## src/rtl/main_memory_pkg.sv

```systemverilog
// main_memory_pkg: shared constants and request type for the main memory arbiter.
package main_memory_pkg;
  localparam int DATA_W = 32;
  localparam int PORT_FETCH = 0;
  localparam int PORT_DATA = 1;
  localparam int DEF_MEM_WORDS = 8192;
  localparam int DEF_STARVE_LIMIT = 3;
  typedef struct packed {
    logic req;
    logic we;
    logic [DATA_W-1:0] addr;
    logic [DATA_W-1:0] wdata;
  } req_t;
endpackage

```

## src/rtl/main_memory_arbiter_if.sv

```systemverilog
// main_memory_arbiter_if: fetch, load/store and memory-side signals of the arbiter.
interface main_memory_arbiter_if #(parameter int DATA_W = 32);
  logic if_req;
  logic [DATA_W-1:0] if_addr;
  logic if_gnt;
  logic if_rvalid;
  logic [DATA_W-1:0] if_rdata;
  logic if_err;
  logic d_req;
  logic d_we;
  logic [DATA_W-1:0] d_addr;
  logic [DATA_W-1:0] d_wdata;
  logic d_gnt;
  logic d_rvalid;
  logic [DATA_W-1:0] d_rdata;
  logic d_err;
  logic [DATA_W-1:0] mem_address;
  logic mem_read_enable;
  logic mem_write_enable;
  logic [DATA_W-1:0] mem_data_in;
  logic [DATA_W-1:0] mem_data_out;
  modport master (
    output if_req, if_addr, d_req, d_we, d_addr, d_wdata, mem_data_out,
    input if_gnt, if_rvalid, if_rdata, if_err, d_gnt, d_rvalid, d_rdata, d_err,
    input mem_address, mem_read_enable, mem_write_enable, mem_data_in
  );
  modport slave (
    input if_req, if_addr, d_req, d_we, d_addr, d_wdata, mem_data_out,
    output if_gnt, if_rvalid, if_rdata, if_err, d_gnt, d_rvalid, d_rdata, d_err,
    output mem_address, mem_read_enable, mem_write_enable, mem_data_in
  );
endinterface

```

## src/rtl/main_memory_arb_prio.sv

```systemverilog
// main_memory_arb_prio: data-priority grant with a starvation counter protecting fetch.
module main_memory_arb_prio
  import main_memory_pkg::*;
#(
  parameter int STARVE_LIMIT = DEF_STARVE_LIMIT
) (
  input  logic       clk,
  input  logic       reset,
  input  logic       if_req,
  input  logic       d_req,
  output logic [1:0] gnt
);
  localparam logic [3:0] LIM = 4'(STARVE_LIMIT);
  logic [3:0] starve_cnt;
  logic d_win;
  assign d_win = d_req && !(if_req && starve_cnt == LIM);
  always_comb begin
    gnt = '0;
    gnt[PORT_DATA] = !reset && d_win;
    gnt[PORT_FETCH] = !reset && if_req && !d_win;
  end
  always_ff @(posedge clk)
    if (reset || gnt[PORT_FETCH] || !if_req) starve_cnt <= '0;
    else if (gnt[PORT_DATA] && starve_cnt < LIM) starve_cnt <= starve_cnt + 4'd1;
endmodule

```

## src/rtl/main_memory_arbiter.sv

```systemverilog
// main_memory_arbiter: shares one word-addressed memory port between fetch and load/store.
module main_memory_arbiter
  import main_memory_pkg::*;
#(
  parameter int MEM_WORDS = DEF_MEM_WORDS,
  parameter int STARVE_LIMIT = DEF_STARVE_LIMIT
) (
  input logic clk,
  input logic reset,
  main_memory_arbiter_if.slave bus
);
  localparam logic [DATA_W-1:0] ADDR_END = DATA_W'(MEM_WORDS);
  logic [1:0] gnt;
  req_t fetch_r, data_r, sel;
  logic in_range, active, rd_ok;
  main_memory_arb_prio #(.STARVE_LIMIT(STARVE_LIMIT)) u_prio (
    .clk(clk), .reset(reset), .if_req(bus.if_req), .d_req(bus.d_req), .gnt(gnt)
  );
  assign fetch_r = '{req: bus.if_req, we: 1'b0, addr: bus.if_addr, wdata: '0};
  assign data_r = '{req: bus.d_req, we: bus.d_we, addr: bus.d_addr, wdata: bus.d_wdata};
  assign sel = gnt[PORT_DATA] ? data_r : fetch_r;
  assign in_range = sel.addr < ADDR_END;
  assign active = |gnt && sel.req && in_range;
  assign rd_ok = active && !sel.we;
  assign bus.if_gnt = gnt[PORT_FETCH];
  assign bus.d_gnt = gnt[PORT_DATA];
  assign bus.mem_address = active ? sel.addr : '0;
  assign bus.mem_read_enable = rd_ok;
  assign bus.mem_write_enable = active && sel.we;
  assign bus.mem_data_in = (active && sel.we) ? sel.wdata : '0;
  // Rdata is zeroed whenever the response is not an in-range read.
  always_ff @(posedge clk)
    if (reset) begin
      bus.if_rvalid <= 1'b0;
      bus.if_err <= 1'b0;
      bus.if_rdata <= '0;
      bus.d_rvalid <= 1'b0;
      bus.d_err <= 1'b0;
      bus.d_rdata <= '0;
    end else begin
      bus.if_rvalid <= gnt[PORT_FETCH];
      bus.if_err <= gnt[PORT_FETCH] && !in_range;
      bus.if_rdata <= (gnt[PORT_FETCH] && rd_ok) ? bus.mem_data_out : '0;
      bus.d_rvalid <= gnt[PORT_DATA];
      bus.d_err <= gnt[PORT_DATA] && !in_range;
      bus.d_rdata <= (gnt[PORT_DATA] && rd_ok) ? bus.mem_data_out : '0;
    end
endmodule

```

## src/flat_wrapper.sv

```systemverilog
// flat-port wrapper written by rule: the top's interface ports become plain ports
module main_memory_arbiter_flat import main_memory_pkg::*;
#(
  parameter int MEM_WORDS = DEF_MEM_WORDS,
  parameter int STARVE_LIMIT = DEF_STARVE_LIMIT
)
  (clk, reset, bus_if_req, bus_if_addr, bus_d_req, bus_d_we, bus_d_addr, bus_d_wdata, bus_mem_data_out, bus_if_gnt, bus_if_rvalid, bus_if_rdata, bus_if_err, bus_d_gnt, bus_d_rvalid, bus_d_rdata, bus_d_err, bus_mem_address, bus_mem_read_enable, bus_mem_write_enable, bus_mem_data_in);
  main_memory_arbiter_if #(.DATA_W(32)) bus_i ();
  input logic clk;
  input logic reset;
  input wire logic [$bits(bus_i.if_req)-1:0] bus_if_req;
  input wire logic [$bits(bus_i.if_addr)-1:0] bus_if_addr;
  input wire logic [$bits(bus_i.d_req)-1:0] bus_d_req;
  input wire logic [$bits(bus_i.d_we)-1:0] bus_d_we;
  input wire logic [$bits(bus_i.d_addr)-1:0] bus_d_addr;
  input wire logic [$bits(bus_i.d_wdata)-1:0] bus_d_wdata;
  input wire logic [$bits(bus_i.mem_data_out)-1:0] bus_mem_data_out;
  output wire logic [$bits(bus_i.if_gnt)-1:0] bus_if_gnt;
  output wire logic [$bits(bus_i.if_rvalid)-1:0] bus_if_rvalid;
  output wire logic [$bits(bus_i.if_rdata)-1:0] bus_if_rdata;
  output wire logic [$bits(bus_i.if_err)-1:0] bus_if_err;
  output wire logic [$bits(bus_i.d_gnt)-1:0] bus_d_gnt;
  output wire logic [$bits(bus_i.d_rvalid)-1:0] bus_d_rvalid;
  output wire logic [$bits(bus_i.d_rdata)-1:0] bus_d_rdata;
  output wire logic [$bits(bus_i.d_err)-1:0] bus_d_err;
  output wire logic [$bits(bus_i.mem_address)-1:0] bus_mem_address;
  output wire logic [$bits(bus_i.mem_read_enable)-1:0] bus_mem_read_enable;
  output wire logic [$bits(bus_i.mem_write_enable)-1:0] bus_mem_write_enable;
  output wire logic [$bits(bus_i.mem_data_in)-1:0] bus_mem_data_in;
  assign bus_i.if_req = bus_if_req;
  assign bus_i.if_addr = bus_if_addr;
  assign bus_i.d_req = bus_d_req;
  assign bus_i.d_we = bus_d_we;
  assign bus_i.d_addr = bus_d_addr;
  assign bus_i.d_wdata = bus_d_wdata;
  assign bus_i.mem_data_out = bus_mem_data_out;
  assign bus_if_gnt = bus_i.if_gnt;
  assign bus_if_rvalid = bus_i.if_rvalid;
  assign bus_if_rdata = bus_i.if_rdata;
  assign bus_if_err = bus_i.if_err;
  assign bus_d_gnt = bus_i.d_gnt;
  assign bus_d_rvalid = bus_i.d_rvalid;
  assign bus_d_rdata = bus_i.d_rdata;
  assign bus_d_err = bus_i.d_err;
  assign bus_mem_address = bus_i.mem_address;
  assign bus_mem_read_enable = bus_i.mem_read_enable;
  assign bus_mem_write_enable = bus_i.mem_write_enable;
  assign bus_mem_data_in = bus_i.mem_data_in;
  main_memory_arbiter #(.MEM_WORDS(MEM_WORDS), .STARVE_LIMIT(STARVE_LIMIT)) u_core (.clk(clk), .reset(reset), .bus(bus_i));
endmodule
```

## config.mk

```make
export PLATFORM = sky130hd
export DESIGN_NAME = main_memory_arbiter_flat
export DESIGN_NICKNAME = d
export VERILOG_FILES = /design/src/rtl/main_memory_pkg.sv /design/src/rtl/main_memory_arbiter_if.sv /design/src/rtl/main_memory_arb_prio.sv /design/src/rtl/main_memory_arbiter.sv /design/src/flat_wrapper.sv
export SDC_FILE = /design/constraint.sdc
export NUM_CORES = 1
export LEC_CHECK = 0
export ABC_AREA = 0
export BUFFER_PORTS_ARGS = -buffer_cell sky130_fd_sc_hd__buf_2
export CELL_PAD_IN_SITES_DETAIL_PLACEMENT = 0
export CELL_PAD_IN_SITES_GLOBAL_PLACEMENT = 1
export CORE_UTILIZATION = 30
export CTS_BUF_LIST = sky130_fd_sc_hd__clkbuf_8
export CTS_CLUSTER_SIZE = 25
export DETAILED_ROUTE_END_ITERATION = 8
export PLACE_DENSITY = 0.95
export SYNTH_ARGS = -nofsm -noshare
export SYNTH_HDL_FRONTEND = slang
export SYNTH_HIERARCHICAL = 1
export SYNTH_SLANG_ARGS = --single-unit
```

## constraint.sdc

```tcl
create_clock -name clk -period 3.6 [get_ports clk]
set_input_delay 0.18 -clock clk [delete_from_list [all_inputs] [get_ports clk]]
set_output_delay 0.18 -clock clk [all_outputs]
set_load 0.02 [all_outputs]
```

==> results.yml, run 1 <==
yosys:
  avgSynthCellArea_sq_um: 8.96
  synth_top_area_frac: 0.402
  yosys_warnings: 6
  ys_ff_latch: 72
  synth_area_sq_um: 3580
  ys_seq_area_frac: 0.402
  synthSimpleGateAreaFrac: 0.408
  synth.distinct_cells: 38
  synthTopCellsByCount: "dfxtp_1 (72), nand3_1 (66), nor3_2 (50), nor2_1 (35), nand2_1 (34)"
  postSynthCellCount: 400
  yosys.cell_count.top_type: "dfxtp_1"
  synthMuxAreaShare: 0.0363
  synth_top_family_by_area: "simple AND/OR/NAND/NOR gates"
  synth.area.top_cells: "dfxtp_1 (40%), nor3_2 (14%), nand3_1 (9.2%), buf_4 (4.2%), buf_6 (4.1%)"
  synth_edf_count: 0
  synth_top_area_cell: "dfxtp_1"
  synth-main-ff-cell: "dfxtp_1"
  synth-async-reset-ratio: 0
  synth_fa_ha_area_frac: 0.00349
  synth_xor_area_frac: 0
  synth_compound_area_frac: 0.0244
timing:
  clock_skew_ns: 0.00396
  hold_viol_final: 0
  fmax_mhz: 335
  finalSetupTns_ns: 0
  setup_violations: 0
  rsz0062_at_grt: "false"
  maxSlewViolCount: 0
  tightest_slew_ns: 0.946
  slew_headroom: 0.367
  timing.final.crit_period_ns: 2.99
  post-route-period-util: 0.830
  finalWorstSetupSlack_ns: 0.613
job:
  drv_cap: 0
layout:
  fin_nets: 759
  drive_gt1_frac: 0.546
  final_util: 0.429
  antenna_cells: 0
  synthToLayoutAreaGrowth_pct: 38.0
global_routing:
  grt_antenna_before_repair: 0
  grt_pass1_wl_microns: 17600
  grt_max_degree: 66
  grt_pass1_vias: 3532
  grt-ovfl-total: 0
  track_usage: 0.179
floorplanning:
  die_area_sq_um: 12400
  start_util: 0.311
  dieWidth_microns: 111
  rows: 39
  ios: 269
  core_sq_um: 11500
  die_h_microns: 111
pwr:
  p_leak_nw: 2.12
  ir_drop_mv: 0.115
  p_per_area_nw_per_um2: 318
clock_tree:
  clock-sinks: 72
  htree_levels: 3
  cts.hold.buffers_added: 0
  numCtsBuffers: 9
  post_cts_resized: 0
  postCtsSetupRepairBufs: 0
  cts_tree: "built"
  cts_buffer_depth: 2
  path_clk_slew_ns: 0.07
  worstSkewPairLatency_ns: 0.33
  root_buffer: "clkbuf_8"
placement:
  place.gp.congestion: 0.868
  numPortBuffers: 249
  post-place-ws_ns: 0.911
  hpwl_microns: 8760
detailed_routing:
  drc: 22
  avgRoutedWirePerCell_microns: 14.9
  vias: 3706
  avgViaCountPerCell: 4.79
  antenna_left: 0
  dr.pass1.iters: 7
  drt_iter0_drc: 275
  routed_wl_microns: 11500
worst_setup_path:
  reg2reg_from: "u_core/u_prio/starve_cnt[0]$_SDFFE_PP0P_"
  endpoint_kind: "output pin"
  critical_path.startpoint: "u_core/u_prio/starve_cnt[0]$_SDFFE_PP0P_"
  crit_fanout: 33
  required_ns: 3.42
  setup.worst_path.start_class: "flop"
  critical_path_class: "flop to output pin"
  crit_arrival_ns: 2.81
worst_hold_path:
  hold_path_class: "input port to flop"
  min_from: "bus_mem_data_out[31]"
status:
  outcome: "complete, but fails checks"
  violations: "design-rule violations"
==> cells in the final DEF (no fill, tap or decap), types with 2 or more instances in the layout <==
cell / n
nor3_2: 50
nor4_2: 9
nand2_1: 34
nand3_1: 66
o21ai_0: 2
nor3_1: 15
dfxtp_1: 72
a21oi_1: 3
o21a_1: 2
inv_2: 2
nand2b_1: 2
inv_1: 5
nor4_1: 12
nor2_1: 35
buf_4: 8
mux2i_1: 13
buf_2: 249
clkbuf_8: 12
conb_1: 19
==> report_power, final <==
part / leakage [nW] / switching [mW] / internal, mW
clock: 0.101 / 0.288 / 0.301
combinational: 1.44 / 0.110 / 0.0734
sequential: 0.580 / 0.000818 / 0.798
==> kinds of logic after synthesis <==
family	Yosys count
buffers and inverters	66
flip-flops	72
AND/OR/NAND/NOR	234
adder cells (fa/ha/maj)	1
multiplexers	13
AO/OA/AOI/OAI	13
other	1
==> state kept, by name, indices dropped and copies added, names as in the netlist <==
| name | flops |
|---|---|
| u_core/bus.if_rvalid | 1 |
| u_core/bus.d_err | 1 |
| u_core/bus.if_err | 1 |
| u_core/bus.d_rvalid | 1 |
| u_core/bus.if_rdata | 32 |
| u_core/bus.d_rdata | 32 |
| u_core/u_prio/starve_cnt | 4 |
==> critical path, stage by stage (launching register included) <==
cell	delay, ns
dfxtp_1	0.33
ha_1	0.26
a41oi_4	0.29
buf_4	0.36
and2_1	0.29
and3_1	0.18
buf_4	0.30
nand2_1	0.10
nor2_1	0.15
buf_2	0.20
==> layout make-up <==
class / count / area, sq um
Clock buffer: 12 / 165
Clock inverter: 4 / 20.0
Fill cell: 1154 / 6570
Inverter: 5 / 18.8
Multi-Input combinational cell: 280 / 1810
Sequential cell: 72 / 1440
Tap cell: 143 / 179
Timing Repair Buffer: 257 / 1310
==> routing by layer <==
metal | share of wire | GRT usage
met1 | 0.40 | 0.206
met2 | 0.52 | 0.323
met3 | 0.060 | 0.0405
met4 | 0.014 | 0.0622
met5 | 0 | 0
==> path summary, 6_finish.rpt <==
check / to / slack (ns) / cells after the start
max: bus_mem_data_in[31] / 0.61 / 9
min: u_core/bus.d_rdata[31]$_SDFF_PP0_ / 0.08 / 3
max reg2reg: u_core/bus.if_rdata[18]$_SDFF_PP0_ / 0.91 / 7
min reg2reg: u_core/u_prio/starve_cnt[0]$_SDFFE_PP0P_ / 0.52 / 2
==> metrics by stage <==
step | hold slack (ns) | area (sq um) | cells | power [mW]
after floorplan | 0.311 | 3650 | 418 | 0.919
after global placement | 0.427 | 4760 | 757 | 0.997
after detailed placement | 0.434 | 4760 | 757 | 0.999
after CTS | 0.0605 | 4940 | 773 | 1.59
after global routing | 0.0692 | 4940 | 773 | 1.63
final | 0.0789 | 4940 | 773 | 1.57
Power figures use the tool's default switching activity.
==> run 2: changes to the inputs <==
--- a/config.mk
+++ b/config.mk
@@ -9,11 +9,11 @@
 export BUFFER_PORTS_ARGS = -buffer_cell sky130_fd_sc_hd__buf_2
 export CELL_PAD_IN_SITES_DETAIL_PLACEMENT = 0
 export CELL_PAD_IN_SITES_GLOBAL_PLACEMENT = 1
-export CORE_UTILIZATION = 30
+export CORE_UTILIZATION = 25
 export CTS_BUF_LIST = sky130_fd_sc_hd__clkbuf_8
 export CTS_CLUSTER_SIZE = 25
 export DETAILED_ROUTE_END_ITERATION = 8
-export PLACE_DENSITY = 0.95
+export PLACE_DENSITY = 0.85
 export SYNTH_ARGS = -nofsm -noshare
 export SYNTH_HDL_FRONTEND = slang
 export SYNTH_HIERARCHICAL = 1
==> constraint.sdc (replaced) <==
create_clock -name clk -period 2.44 [get_ports clk]
set_input_delay 0.122 -clock clk [delete_from_list [all_inputs] [get_ports clk]]
set_output_delay 0.122 -clock clk [all_outputs]
set_load 0.02 [all_outputs]
==> results.yml, run 2 (synthesis results as in run 1) <==
detailed_routing:
  drc: 0
  antenna_left: 0
  vias: 3835
  routed_wl_microns: 12900
  avgRoutedWirePerCell_microns: 15.4
  drt_iter0_drc: 179
  avgViaCountPerCell: 4.58
  dr.pass1.iters: 5
worst_setup_path:
  crit_chain: "ha_4, a41oi_4, nor4b_4, nand2_2, a22o_4, buf_12, buf_6, nor2_2, buf_6"
  r2r_slack_ns: 0.11
  reg2reg_from: "u_core/u_prio/starve_cnt[0]$_SDFFE_PP0P_"
  critPathMaxStageDelay_ns: 0.34
  worstRegToRegCells: 9
  path_buf_inv: 3
  critical_path_class: "flop to output pin"
  crit_arrival_ns: 2.37
  r2r_end: "u_core/bus.d_rdata[27]$_SDFF_PP0_"
  critical_path.startpoint: "u_core/u_prio/starve_cnt[0]$_SDFFE_PP0P_"
  critical_path.top_delay_family: "simple AND/OR/NAND/NOR gates"
  path_depth: 9
  crit_top_cell: "buf_6"
  endpoint_kind: "output pin"
  required_ns: 2.32
  endpoint: "bus_mem_data_in[3]"
  cp_slowest_cell: "dfxtp_2"
  crit_fanout: 10
  setup.worst_path.start_class: "flop"
timing:
  hold_viol_final: 0
  rsz0062_at_grt: "true"
  post-route-period-util: 1.02
  finalWorstSetupSlack_ns: -0.0537
  timing.final.crit_period_ns: 2.49
  setup_violations: 16
  maxSlewViolCount: 0
  clock_skew_ns: 0.00432
  fmax_mhz: 401
global_routing:
  grt_antenna_before_repair: 0
  grt-ovfl-total: 0
  grt_pass1_wl_microns: 18600
  track_usage: 0.168
  grt_pass1_vias: 3580
  grt_max_degree: 65
placement:
  place.gp.congestion: 0.890
  hpwl_microns: 8760
  placed_area_sq_um: 4990
  numPortBuffers: 249
clock_tree:
  worstSkewPairLatency_ns: 0.34
  clock-sinks: 72
  htree_levels: 3
  numCtsBuffers: 9
  root_buffer: "clkbuf_8"
  path_clk_slew_ns: 0.07
  cts_buffer_depth: 2
  cts_tree: "built"
layout:
  fin_nets: 787
  design_area_sq_um: 5810
  antenna_cells: 0
  final_util: 0.417
  synthToLayoutAreaGrowth_pct: 62.1
  fill_cells: 1404
  drive_gt1_frac: 0.613
  top_regs: "u_core/bus.d_rdata (32), u_core/bus.if_rdata (32), u_core/u_prio/starve_cnt (4)"
  final_common_cell: "buf_2"
  layout_common_cells: "buf_2 (205), dfxtp_1 (68), nand3_1 (65)"
  seqCellArea_sq_um: 1450
  multi_input_area_sq_um: 2110
worst_hold_path:
  min_from: "bus_mem_data_out[15]"
  hold_path_class: "input port to flop"
floorplanning:
  dieWidth_microns: 122
  ios: 269
  core_sq_um: 13900
  rows: 43
  start_util: 0.257
  die_area_sq_um: 14800
  die_h_microns: 122
job:
  drv_cap: 0
pwr:
  p_leak_nw: 2.35
  p_per_area_nw_per_um2: 412
  ir_drop_mv: 0.185
status:
  violations: "negative setup slack"
  outcome: "complete, but fails checks"
run 2: per-stage QoR:
step	hold slack, ns	setup WS (ns)	power (mW)	instances	setup TNS [ns]
detailed placement	0.375	0.155	1.49	801	0
global placement	0.374	0.197	1.49	801	0
CTS	0.000256	-0.0439	2.43	834	-0.275
finish	0.0316	-0.0537	2.39	837	-0.272
floorplan	0.253	0.0398	1.36	418	0
global route	0.00491	-0.181	2.51	837	-4.32
run 2: layout make-up:
cell class / instances / share of cell area
Multi-Input combinational cell: 282 / 0.363
Tap cell: 180 / 0.0388
Sequential cell: 72 / 0.249
Clock buffer: 10 / 0.0237
Inverter: 5 / 0.00323
Timing Repair Buffer: 283 / 0.314
Clock inverter: 5 / 0.00862
run 2: routing by layer:
layer | wire (microns) | vias to the layer above | track usage
li1 | - | 1859 | -
met1 | 4930 | 1764 | 0.177
met2 | 6840 | 198 | 0.313
met3 | 880 | 14 | 0.0440
met4 | 225 | 0 | 0.0671
met5 | 0 | - | 0
run 2: timing repair:
item                                   4_1_cts  5_1_grt
gates cloned                                 3        0
endpoints found under the hold margin        6        0
pin swaps                                   19        4
resized for setup                           80       39
hold buffers                                 6        0
setup endpoints to repair                   47       47
setup buffers                                9        3
run 2: worst min path at each step:
stage                                    endpoint  depth (start not counted)
6_report       u_core/bus.if_rdata[15]$_SDFF_PP0_                          3
5_1_grt        u_core/bus.if_rdata[10]$_SDFF_PP0_                          3
4_1_cts        u_core/bus.if_rdata[15]$_SDFF_PP0_                          3
3_5_place_dp   u_core/bus.if_rdata[18]$_SDFF_PP0_                          3
3_3_place_gp    u_core/bus.if_rdata[7]$_SDFF_PP0_                          3
2_1_floorplan   u_core/bus.d_rdata[31]$_SDFF_PP0_                          2
run 2: worst reg2reg max path, stage by stage (launching register included):
cell and delay, ns:
dfxtp_2 0.34, ha_4 0.17, a41oi_4 0.22, nor4b_4 0.26
nand2_2 0.15, buf_4 0.18, a22o_4 0.31, buf_4 0.18
buf_12 0.19, nor3_2 0.26
run 2: power breakdown:
part	leakage [nW]	internal [mW]	switching (mW)
sequential	0.582	1.18	0.00173
clock	0.101	0.485	0.419
combinational	1.67	0.130	0.178
total	2.35	1.79	0.599
==> run 3: changes to the inputs <==
--- a/config.mk
+++ b/config.mk
@@ -13,7 +13,7 @@
 export CTS_BUF_LIST = sky130_fd_sc_hd__clkbuf_8
 export CTS_CLUSTER_SIZE = 25
 export DETAILED_ROUTE_END_ITERATION = 8
-export PLACE_DENSITY = 0.85
+export PLACE_DENSITY = 0.74
 export SYNTH_ARGS = -nofsm -noshare
 export SYNTH_HDL_FRONTEND = slang
 export SYNTH_HIERARCHICAL = 1
==> results.yml, run 3 (synthesis results as in run 1) <==
timing:
  slew_headroom: 0.582
  tightest_slew_ns: 0.621
  fmax_mhz: 412
  setup_violations: 0
  hold_viol_final: 0
  finalWorstSetupSlack_ns: 0.0120
  rsz0062_at_grt: "true"
  timing.final.crit_period_ns: 2.43
  clock_skew_ns: 0.00867
  maxSlewViolCount: 0
  post-route-period-util: 0.995
  hold_slack_ns: 0.0263
global_routing:
  grt-ovfl-total: 0
  grt_pass1_vias: 3660
  grt_antenna_before_repair: 0
  grt_pass1_wl_microns: 18900
  track_usage: 0.167
  grt_max_degree: 65
layout:
  top_regs: "u_core/bus.d_rdata (32), u_core/bus.if_rdata (32), u_core/u_prio/starve_cnt (4)"
  layout_common_cells: "buf_2 (208), dfxtp_1 (68), nand3_1 (64)"
  antenna_cells: 0
  final_common_cell: "buf_2"
  drive_gt1_frac: 0.609
  fin_nets: 806
  synthToLayoutAreaGrowth_pct: 69.3
floorplanning:
  die_h_microns: 122
  die_area_sq_um: 14800
  ios: 269
  dieWidth_microns: 122
  rows: 43
  core_sq_um: 13900
  start_util: 0.257
job:
  drv_cap: 0
worst_hold_path:
  hold_path_class: "input port to flop"
  hold_depth: 3
  hold_path_end: "u_core/bus.if_rdata[27]$_SDFF_PP0_"
  min_from: "bus_mem_data_out[27]"
placement:
  post-place-ws_ns: -0.141
  place.gp.congestion: 0.762
  numPortBuffers: 249
  hpwl_microns: 9030
worst_setup_path:
  critical_path.top_delay_family: "buffers and inverters"
  crit_arrival_ns: 2.31
  cp_slowest_cell: "dfxtp_2"
  path_buf_inv: 3
  r2r_end: "u_core/bus.d_rdata[2]$_SDFF_PP0_"
  setup.worst_path.start_class: "flop"
  critical_path_class: "flop to output pin"
  crit_chain: "ha_4, a41oi_4, buf_6, nor4_4, nand2_2, a22o_4, bufbuf_16, nor2_2, buf_4"
  reg2reg_from: "u_core/u_prio/starve_cnt[1]$_SDFFE_PP0P_"
  critPathMaxStageDelay_ns: 0.36
  endpoint_kind: "output pin"
  r2r_slack_ns: 0.20
  path_depth: 9
  worstRegToRegCells: 11
  required_ns: 2.32
  crit_fanout: 6
clock_tree:
  path_clk_slew_ns: 0.08
  cts_buffer_depth: 2
  worstSkewPairLatency_ns: 0.35
  cts_tree: "built"
  htree_levels: 3
  numCtsBuffers: 9
  root_buffer: "clkbuf_8"
  clock-sinks: 72
detailed_routing:
  avgRoutedWirePerCell_microns: 15.1
  avgViaCountPerCell: 4.57
  drt_iter0_drc: 217
  vias: 3918
  antenna_left: 0
  routed_wl_microns: 12900
  dr.pass1.iters: 6
  drc: 0
pwr:
  p_per_area_nw_per_um2: 440
  p_leak_nw: 2.49
  ir_drop_mv: 0.202
status:
  outcome: "complete, no violations"
==> run 3: cell count changes in the layout (fill, tap and decap cells not counted), moves of 2 or more <==
cell and change:
buf_6 -2, clkinv_4 +2, nor4_2 -3, nor4_4 +3
bufinv_16 +2, buf_2 +3, nor3_2 -4, inv_1 -3
nor3_1 +4, dlygate4sd3_1 +10, buf_4 +5, nor2_4 -2
==> run 3: power by group <==
group	internal [mW]	total (mW)	leakage (nW)	switching (mW)
Clock	0.681	1.16	0.119	0.475
Combinational	0.152	0.335	1.79	0.183
Sequential	1.18	1.18	0.582	0.00142
==> run 3: worst min-delay path, stage by stage <==
cell and delay [ns]:
buf_2 0.11, nand3_1 0.07, nor3_2 0.04
==> run 3: layout make-up <==
| type | instances | area [sq um] |
|---|---|---|
| Inverter | 5 | 18.8 |
| Sequential cell | 72 | 1450 |
| Tap cell | 180 | 225 |
| Multi-Input combinational cell | 282 | 2110 |
| Clock inverter | 7 | 120 |
| Timing Repair Buffer | 302 | 2020 |
| Clock buffer | 9 | 124 |
| Fill cell | 1380 | 7870 |
==> run 3: through the flow <==
step                utilization  power [mW]  setup TNS (ns)  area, sq um  instances
finish                    0.435        2.67               0         6060        857
detailed placement        0.358        1.49           -2.18         4990        805
floorplan                     -        1.36               0         3690        418
global route              0.435        2.78           -2.44         6060        857
global placement          0.358        1.49         -0.0286         4990        805
CTS                       0.415        2.70          -0.227         5790        850
==> run 3: timing repair <==
action / 4_1_cts / 5_1_grt
buffers inserted: 11 / 6
hold buffers: 14 / 2
gates cloned: 4 / 0
endpoints found under the hold margin: 14 / 2
resized for setup: 49 / 72
endpoints found under the setup margin: 89 / 46
pin swaps: 12 / 8
==> run 3: worst max-delay path by stage <==
stage / from / to / slack, ns
floorplan: u_core/u_prio/starve_cnt[0]$_SDFFE_PP0P_ / bus_mem_address[10] / 0.04
detailed placement: u_core/u_prio/starve_cnt[0]$_SDFFE_PP0P_ / bus_mem_address[3] / -0.14
global route: u_core/u_prio/starve_cnt[0]$_SDFFE_PP0P_ / bus_mem_address[12] / -0.12
finish: u_core/u_prio/starve_cnt[1]$_SDFFE_PP0P_ / bus_mem_data_in[20] / 0.01
global placement: u_core/u_prio/starve_cnt[0]$_SDFFE_PP0P_ / bus_mem_address[3] / -0.02
CTS: u_core/u_prio/starve_cnt[1]$_SDFFE_PP0P_ / bus_mem_data_in[17] / -0.03
==> run 3: per-layer routing <==
metal  track usage  wire [microns]  up-vias
li1              -               -     1896
met1         0.193            4980     1834
met2         0.302            6960      177
met3        0.0426             830       11
met4        0.0424             149        0
met5             0               0        -
